$ cat src/rtl/vec_seq_ctrl_pkg.sv
// ============================================================================
// vec_seq_pkg : shared types for the vector sequencer (op/state enums, defaults)
// Rev 1.0
// ============================================================================
`default_nettype none

package vec_seq_pkg;

  localparam int VLEN_DEF   = 4;
  localparam int ELEM_W_DEF = 16;
  localparam int EIDX_W_DEF = 2;

  typedef enum logic [2:0] {
    OP_VADD = 3'd0,
    OP_VSUB = 3'd1,
    OP_VMUL = 3'd2,
    OP_VDIV = 3'd3,
    OP_VDOT = 3'd4,
    OP_VLD  = 3'd5,
    OP_VST  = 3'd6,
    OP_ILL  = 3'd7
  } vop_e;

  typedef enum logic [2:0] {
    ST_IDLE  = 3'd0,
    ST_ALU   = 3'd1,
    ST_MREQ  = 3'd2,
    ST_MWAIT = 3'd3,
    ST_DOTWB = 3'd4,
    ST_DONE  = 3'd5
  } state_e;

  function automatic logic is_legal(input vop_e op);
`ifdef VSEQ_DIV_EN
    return (op != OP_ILL);
`else
    return (op != OP_ILL) && (op != OP_VDIV);
`endif
  endfunction

endpackage

`default_nettype wire

$ cat src/rtl/vec_seq_ctrl_alu.sv
// ============================================================================
// vec_elem_alu : combinational element ALU (add/sub/mul/div, product for VDOT)
// Rev 1.0 ; divide path present only when VSEQ_DIV_EN is defined
// ============================================================================
`default_nettype none

module vec_elem_alu
  import vec_seq_pkg::*;
#(
  parameter int ELEM_W = ELEM_W_DEF
) (
  input  vop_e              op_i,
  input  logic [ELEM_W-1:0] a_i,
  input  logic [ELEM_W-1:0] b_i,
  output logic [ELEM_W-1:0] res_o
);

  logic [ELEM_W-1:0] prod;
  assign prod = a_i * b_i;

  always_comb begin
    res_o = '0;
    case (op_i)
      OP_VADD: res_o = a_i + b_i;
      OP_VSUB: res_o = a_i - b_i;
      OP_VMUL,
      OP_VDOT: res_o = prod;
`ifdef VSEQ_DIV_EN
      OP_VDIV: res_o = (b_i == '0) ? '1 : (a_i / b_i);
`endif
      default: res_o = '0;
    endcase
  end

endmodule

`default_nettype wire

$ cat src/rtl/vec_seq_ctrl.sv
// ============================================================================
// vec_seq_ctrl : execute-stage vector sequencer driving vreg/sreg writeback
//                and the shared memory port. Optional VDIV via VSEQ_DIV_EN.
// Rev 1.0
// ============================================================================
`default_nettype none

module vec_seq_ctrl
  import vec_seq_pkg::*;
#(
  parameter int VLEN   = VLEN_DEF,
  parameter int ELEM_W = ELEM_W_DEF,
  parameter int EIDX_W = EIDX_W_DEF
) (
  input  logic              clk,
  input  logic              rst,
  input  logic              start_i,
  input  logic [2:0]        op_i,
  input  logic [3:0]        va_i,
  input  logic [3:0]        vb_i,
  input  logic [3:0]        vt_i,
  input  logic [15:0]       base_addr_i,
  input  logic              flush_i,
  output logic [3:0]        rd_reg_a_o,
  output logic [3:0]        rd_reg_b_o,
  output logic [EIDX_W-1:0] rd_elem_o,
  input  logic [ELEM_W-1:0] rd_data_a_i,
  input  logic [ELEM_W-1:0] rd_data_b_i,
  output logic              vwr_en_o,
  output logic [3:0]        vwr_reg_o,
  output logic [EIDX_W-1:0] vwr_elem_o,
  output logic [ELEM_W-1:0] vwr_data_o,
  output logic              swr_en_o,
  output logic [ELEM_W-1:0] swr_data_o,
  output logic              mem_req_o,
  output logic              mem_we_o,
  output logic [15:0]       mem_addr_o,
  output logic [ELEM_W-1:0] mem_wdata_o,
  input  logic              mem_gnt_i,
  input  logic              mem_rvalid_i,
  input  logic [ELEM_W-1:0] mem_rdata_i,
  output logic              stall_o,
  output logic              done_o
);

  localparam logic [EIDX_W-1:0] LAST_IDX = EIDX_W'(VLEN - 1);

  state_e              state_q, state_d;
  vop_e                op_q, op_d;
  logic [EIDX_W-1:0]   idx_q, idx_d;
  logic [ELEM_W-1:0]   acc_q, acc_d;
  logic [3:0]          va_q, va_d, vb_q, vb_d, vt_q, vt_d;
  logic [15:0]         base_q, base_d;
  logic [ELEM_W-1:0]   alu_res;
  logic                last;

  assign last = (idx_q == LAST_IDX);

  vec_elem_alu #(.ELEM_W(ELEM_W)) u_alu (
    .op_i  (op_q),
    .a_i   (rd_data_a_i),
    .b_i   (rd_data_b_i),
    .res_o (alu_res)
  );

  always_ff @(posedge clk or posedge rst) begin
    if (rst) begin
      state_q <= ST_IDLE;
      op_q    <= OP_VADD;
      idx_q   <= '0;
      acc_q   <= '0;
      va_q    <= '0;
      vb_q    <= '0;
      vt_q    <= '0;
      base_q  <= '0;
    end else begin
      state_q <= state_d;
      op_q    <= op_d;
      idx_q   <= idx_d;
      acc_q   <= acc_d;
      va_q    <= va_d;
      vb_q    <= vb_d;
      vt_q    <= vt_d;
      base_q  <= base_d;
    end
  end

  always_comb begin
    state_d = state_q;
    op_d    = op_q;
    idx_d   = idx_q;
    acc_d   = acc_q;
    va_d    = va_q;
    vb_d    = vb_q;
    vt_d    = vt_q;
    base_d  = base_q;
    case (state_q)
      ST_IDLE: begin
        if (start_i && !flush_i) begin
          op_d   = vop_e'(op_i);
          va_d   = va_i;
          vb_d   = vb_i;
          vt_d   = vt_i;
          base_d = base_addr_i;
          idx_d  = '0;
          acc_d  = '0;
          if (!is_legal(vop_e'(op_i)))
            state_d = ST_DONE;
          else if (vop_e'(op_i) == OP_VLD || vop_e'(op_i) == OP_VST)
            state_d = ST_MREQ;
          else
            state_d = ST_ALU;
        end
      end
      ST_ALU: begin
        idx_d = idx_q + 1'b1;
        if (op_q == OP_VDOT)
          acc_d = acc_q + alu_res;
        if (last)
          state_d = (op_q == OP_VDOT) ? ST_DOTWB : ST_DONE;
      end
      ST_MREQ: begin
        if (mem_gnt_i) begin
          if (op_q == OP_VST) begin
            idx_d = idx_q + 1'b1;
            if (last)
              state_d = ST_DONE;
          end else begin
            state_d = ST_MWAIT;
          end
        end
      end
      ST_MWAIT: begin
        if (mem_rvalid_i) begin
          if (last) begin
            state_d = ST_DONE;
          end else begin
            idx_d   = idx_q + 1'b1;
            state_d = ST_MREQ;
          end
        end
      end
      ST_DOTWB: state_d = ST_DONE;
      ST_DONE:  state_d = ST_IDLE;
      default:  state_d = ST_IDLE;
    endcase
    if (flush_i)
      state_d = ST_IDLE;
  end

  // Every strobe is gated by flush so an aborted cycle leaves no side effect.
  always_comb begin
    rd_reg_a_o  = va_q;
    rd_reg_b_o  = vb_q;
    rd_elem_o   = idx_q;
    vwr_reg_o   = vt_q;
    vwr_elem_o  = idx_q;
    vwr_en_o    = 1'b0;
    vwr_data_o  = '0;
    swr_en_o    = 1'b0;
    swr_data_o  = '0;
    mem_req_o   = 1'b0;
    mem_we_o    = 1'b0;
    mem_addr_o  = '0;
    mem_wdata_o = '0;
    done_o      = 1'b0;
    stall_o     = ((state_q == ST_IDLE) && start_i) ||
                  ((state_q != ST_IDLE) && (state_q != ST_DONE));
    case (state_q)
      ST_ALU: begin
        vwr_en_o   = (op_q != OP_VDOT) && !flush_i;
        vwr_data_o = alu_res;
      end
      ST_MREQ: begin
        mem_req_o   = !flush_i;
        mem_we_o    = (op_q == OP_VST);
        mem_addr_o  = base_q + 16'(idx_q);
        mem_wdata_o = (op_q == OP_VST) ? rd_data_a_i : '0;
      end
      ST_MWAIT: begin
        vwr_en_o   = mem_rvalid_i && !flush_i;
        vwr_data_o = mem_rdata_i;
      end
      ST_DOTWB: begin
        swr_en_o   = !flush_i;
        swr_data_o = acc_q;
      end
      ST_DONE: done_o = !flush_i;
      default: ;
    endcase
  end

endmodule

`default_nettype wire
$ cat config.mk
export PLATFORM = sky130hd
export DESIGN_NAME = vec_seq_ctrl
export DESIGN_NICKNAME = d
export VERILOG_FILES = /design/src/rtl/vec_seq_ctrl_pkg.sv /design/src/rtl/vec_seq_ctrl_alu.sv /design/src/rtl/vec_seq_ctrl.sv
export SDC_FILE = /design/constraint.sdc
export NUM_CORES = 1
export LEC_CHECK = 0
export CORE_UTILIZATION = 55
export DETAILED_ROUTE_END_ITERATION = 16
export PLACE_DENSITY = 0.84
export SYNTH_ARGS = -nofsm -noshare
export SYNTH_HDL_FRONTEND = slang
export SYNTH_SLANG_ARGS = --single-unit
$ cat constraint.sdc
create_clock -name clk -period 8.22 [get_ports clk]
set_input_delay 1.233 -clock clk [delete_from_list [all_inputs] [get_ports clk]]
set_output_delay 1.233 -clock clk [all_outputs]
set_load 0.02 [all_outputs]
==> out/metrics.cfg <==
[die]
die_h_um = 129
row_count = 45
core_area_um2 = 15400
fp.dieArea_um2 = 16500
dieWidth_um = 129
ios = 171
floorplan.initialDensity_pct = 57.2

[power]
power_frac_clock_pct = 5.6
swShare_pct = 48.5
p_seq_share_pct = 11.7
net-switching-power_mw = 2.12
pwr-share-comb_pct = 82.6
cellPowerDensity_nw_per_um2 = 381
internal_power_mw = 2.25
p_total_mw = 4.38
max-vdd-ir-drop_uv = 337
power_leakage_nw = 5.50

[placed_design]
place.detailed.hpwl_mm = 20.1
numPortBuffers = 170
placed_cells = 1458
gp_congestion = 0.899
dpl_cell_area_um2 = 11200
pre_cts_slack_ns = -0.475

[critical_path]
cp_max_fo = 2
cp_cell_sequence = clkdlybuf4s50_1 > and2_1 > fa_1 > inv_1 > fa_1 > inv_1 > fa_1 > fa_1 > inv_1 > fa_1 > fa_2 > xnor2_2 > xnor2_1 > xnor2_1 > xnor2_1 > xnor3_2 > xnor2_1 > a221o_1 > a22o_2 > buf_2
worst_setup_path_end_kind = output pin
critPathArrivalTime_ns = 6.81
r2r-start = op_q[1]
worstSetupPathType = in -> out
slowest_delay_ns = 0.53
cp.required_ns = 6.99
critPathBufInv = 5
cp_common_cell = fa_1
r2r_cells = 20
ff2ff_setup_slack_ns = 2.06
cpMaxStageDelayCell = fa_1
cp_top_family = adder cells
cp-start-kind = primary input
reg2reg_to = acc_q[15]

[logic_synthesis]
synth_area_per_cell_um2 = 8.42
synth_edf_count = 0
yosysUniqueCellTypes = 64
postSynth.asyncResetShare_pct = 100
synth_area_leaders = fa_1, dfrtp_1, ha_1
synth_area_leader_cell = fa_1
synth_top_area_share_pct = 18.8
syn_inst = 1047
synthFlopType = dfrtp_1
yosys_warnings = 0
synth_area_um2 = 8820
synth-seq-cells = 52
syn-num-nets = 1298
ys_seq_area_share_pct = 14.8

[global_route]
grt_pass1_vias = 8539
grt_overflow = 0
grt_pass1_wl_mm = 41.0
grt_max_degree = 53
gr-usage-all-layers_pct = 31.4
antenna_found_initial = 0

[route]
drc = 0
routedWlPerCell_um = 17.1
vias = 8275
first_pass_iters = 5
dr.first_iter.drc_count = 697
routed_wirelength_mm = 25.2
ant_nets = 0
viasPerCell = 5.63

[finish]
layout-drive-gt1-share_pct = 12.3
final_core_util_pct = 74.5
diodes = 0
multiInputGateArea_um2 = 6890
seq_area_um2 = 1300
post-route-cell-area_um2 = 11500
area_delta_synth_final_pct = 30.3
fill_cells = 1152
instances_no_fill = 1471
final_net_count = 1510

[cts]
h-tree-depth = 2
cts_tree = built
clkSinkCount = 52
cts_made_buffers = 5
clk_pin_slew_worst_paths_ns = 0.07
cts_hold_buf = 0
clock_path_buffers = 2
clock-root-buffer = clkbuf_16
insertion_delay_ns = 0.30

[sta]
final.period_utilization_pct = 97.9
fin_crit_ns = 8.04
clock_skew_ns = 0.00564
relSlewSlack_pct = 17.4
setup_ws_ns = 0.176
hold_viol_final = 0
holdWs_ns = 0.509
setup_violations = 0
clock.fmax_mhz = 124
final_max_slew_viol_count = 0
fin_tns_setup_ns = 0
tightest_slew_ns = 1.23

[worst_hold_path]
whs_path_depth = 1
hold_path.class = reg -> reg
hold_end = rd_reg_b_o[0]
hold_start = rd_reg_b_o[0]

[run_status]
outcome = finished, final reports clean

[flow_run]
max_cap_violations = 0

flip-flops by register name, summed over array words and instances, names as in the netlist:
| register | cells |
|---|---|
| acc_q | 16 |
| base_q | 16 |
| rd_reg_a_o | 4 |
| rd_reg_b_o | 4 |
| vwr_reg_o | 4 |
| op_q | 3 |
| state_q | 3 |
| rd_elem_o | 2 |
power groups by stage:
stage | combinational [mW] | clock [mW] | sequential, mW
final | 3.62 | 0.246 | 0.514
after global routing | 3.99 | 0.255 | 0.533
after CTS | 3.52 | 0.246 | 0.510
after detailed placement | 3.46 | 0 | 0.513
after global placement | 3.35 | 0 | 0.502
after floorplan | 2.32 | 0 | 0.501
cell usage after synthesis, types with 4 or more instances:
cell,instances
inv_1,135
nand2_1,106
and2_1,102
fa_1,83
ha_1,83
dfrtp_1,52
nor2_1,49
xnor2_1,49
o21ai_0,46
a21oi_1,37
clkbuf_1,36
xor2_1,36
mux2_2,32
and3_1,20
a22o_1,18
nand3_1,13
nor3_1,13
a21o_1,12
or3_1,12
o22ai_1,9
nand2b_1,8
buf_2,6
nand3b_1,6
a22oi_1,5
a2111oi_0,4
buf_1,4
nor2b_1,4
o31ai_1,4
routing by layer:
| metal | global-route usage [%] | wire, um |
|---|---|---|
| met2 | 54.1 | 12300 |
| met3 | 5.16 | 1680 |
| met4 | 12.6 | 981 |
| met1 | 39.1 | 10300 |
| met5 | 0 | 0 |
what timing repair did:
action                                 4_1_cts  5_1_grt
setup endpoints to repair                    5        7
gates resized for setup                     23       34
endpoints found under the hold margin        0        0
buffers inserted                             0        5
pin swaps                                    6       21
cell type report:
cell class                 count  share of cell area [%]
sequential                    52                    11.3
inverter                     135                    4.41
multi-input combinational    812                    59.9
tap                          211                    2.30
clock inverter                 2                   0.337
clock buffer                   6                    1.12
timing repair buffer         253                    20.6
cell families (layout without fill, tap and decap cells):
group	count (synthesis)	in the layout	synth area share, %
fa+ha+maj	167	167	30.7
mux	35	35	4.43
buf+inv	183	396	7.96
xor+xnor	87	87	8.89
compound gates	172	172	12.7
flops	52	52	14.8
simple gates	351	351	20.6
placed cells by master, fill, tap and decap left out, types with 5 or more instances in the layout:
master           synthesis  layout
dfrtp_1                 52      52
buf_4                    2      76
inv_1                  135     134
o22ai_1                  9       8
o21ai_0                 46      43
clkdlybuf4s50_1          0     148
nand2b_1                 8       8
nor3_1                  13      13
or3_1                   12      12
ha_1                    83      82
and3_1                  20      20
nor2_1                  49      49
a21oi_1                 37      35
dlymetal6s2s_1           0      13
fa_1                    83      80
buf_6                    0       7
a22o_1                  18      18
nand2_1                106     106
xor2_1                  36      36
and2_1                 102      99
mux2_2                  32      32
nand3_1                 13      13
clkbuf_16                0       5
xnor2_1                 49      48
a22oi_1                  5       5
a21o_1                  12      12
o21ai_1                  3       5
dlygate4sd2_1            0       5
nand3b_1                 6       6
worst max-delay path by stage:
stage                         start              to  slack, ns  cells past startpoint
floorplan            rd_data_b_i[3]  vwr_data_o[15]       0.54                     20
global placement     rd_data_b_i[1]  vwr_data_o[15]      -0.36                     20
detailed placement   rd_data_b_i[1]  vwr_data_o[15]      -0.47                     20
CTS                  rd_data_a_i[7]  vwr_data_o[12]      0.006                     24
global route        rd_data_a_i[11]  vwr_data_o[15]      -0.05                     20
finish              rd_data_a_i[11]  vwr_data_o[15]       0.18                     20
Power figures use the tool's default switching activity.
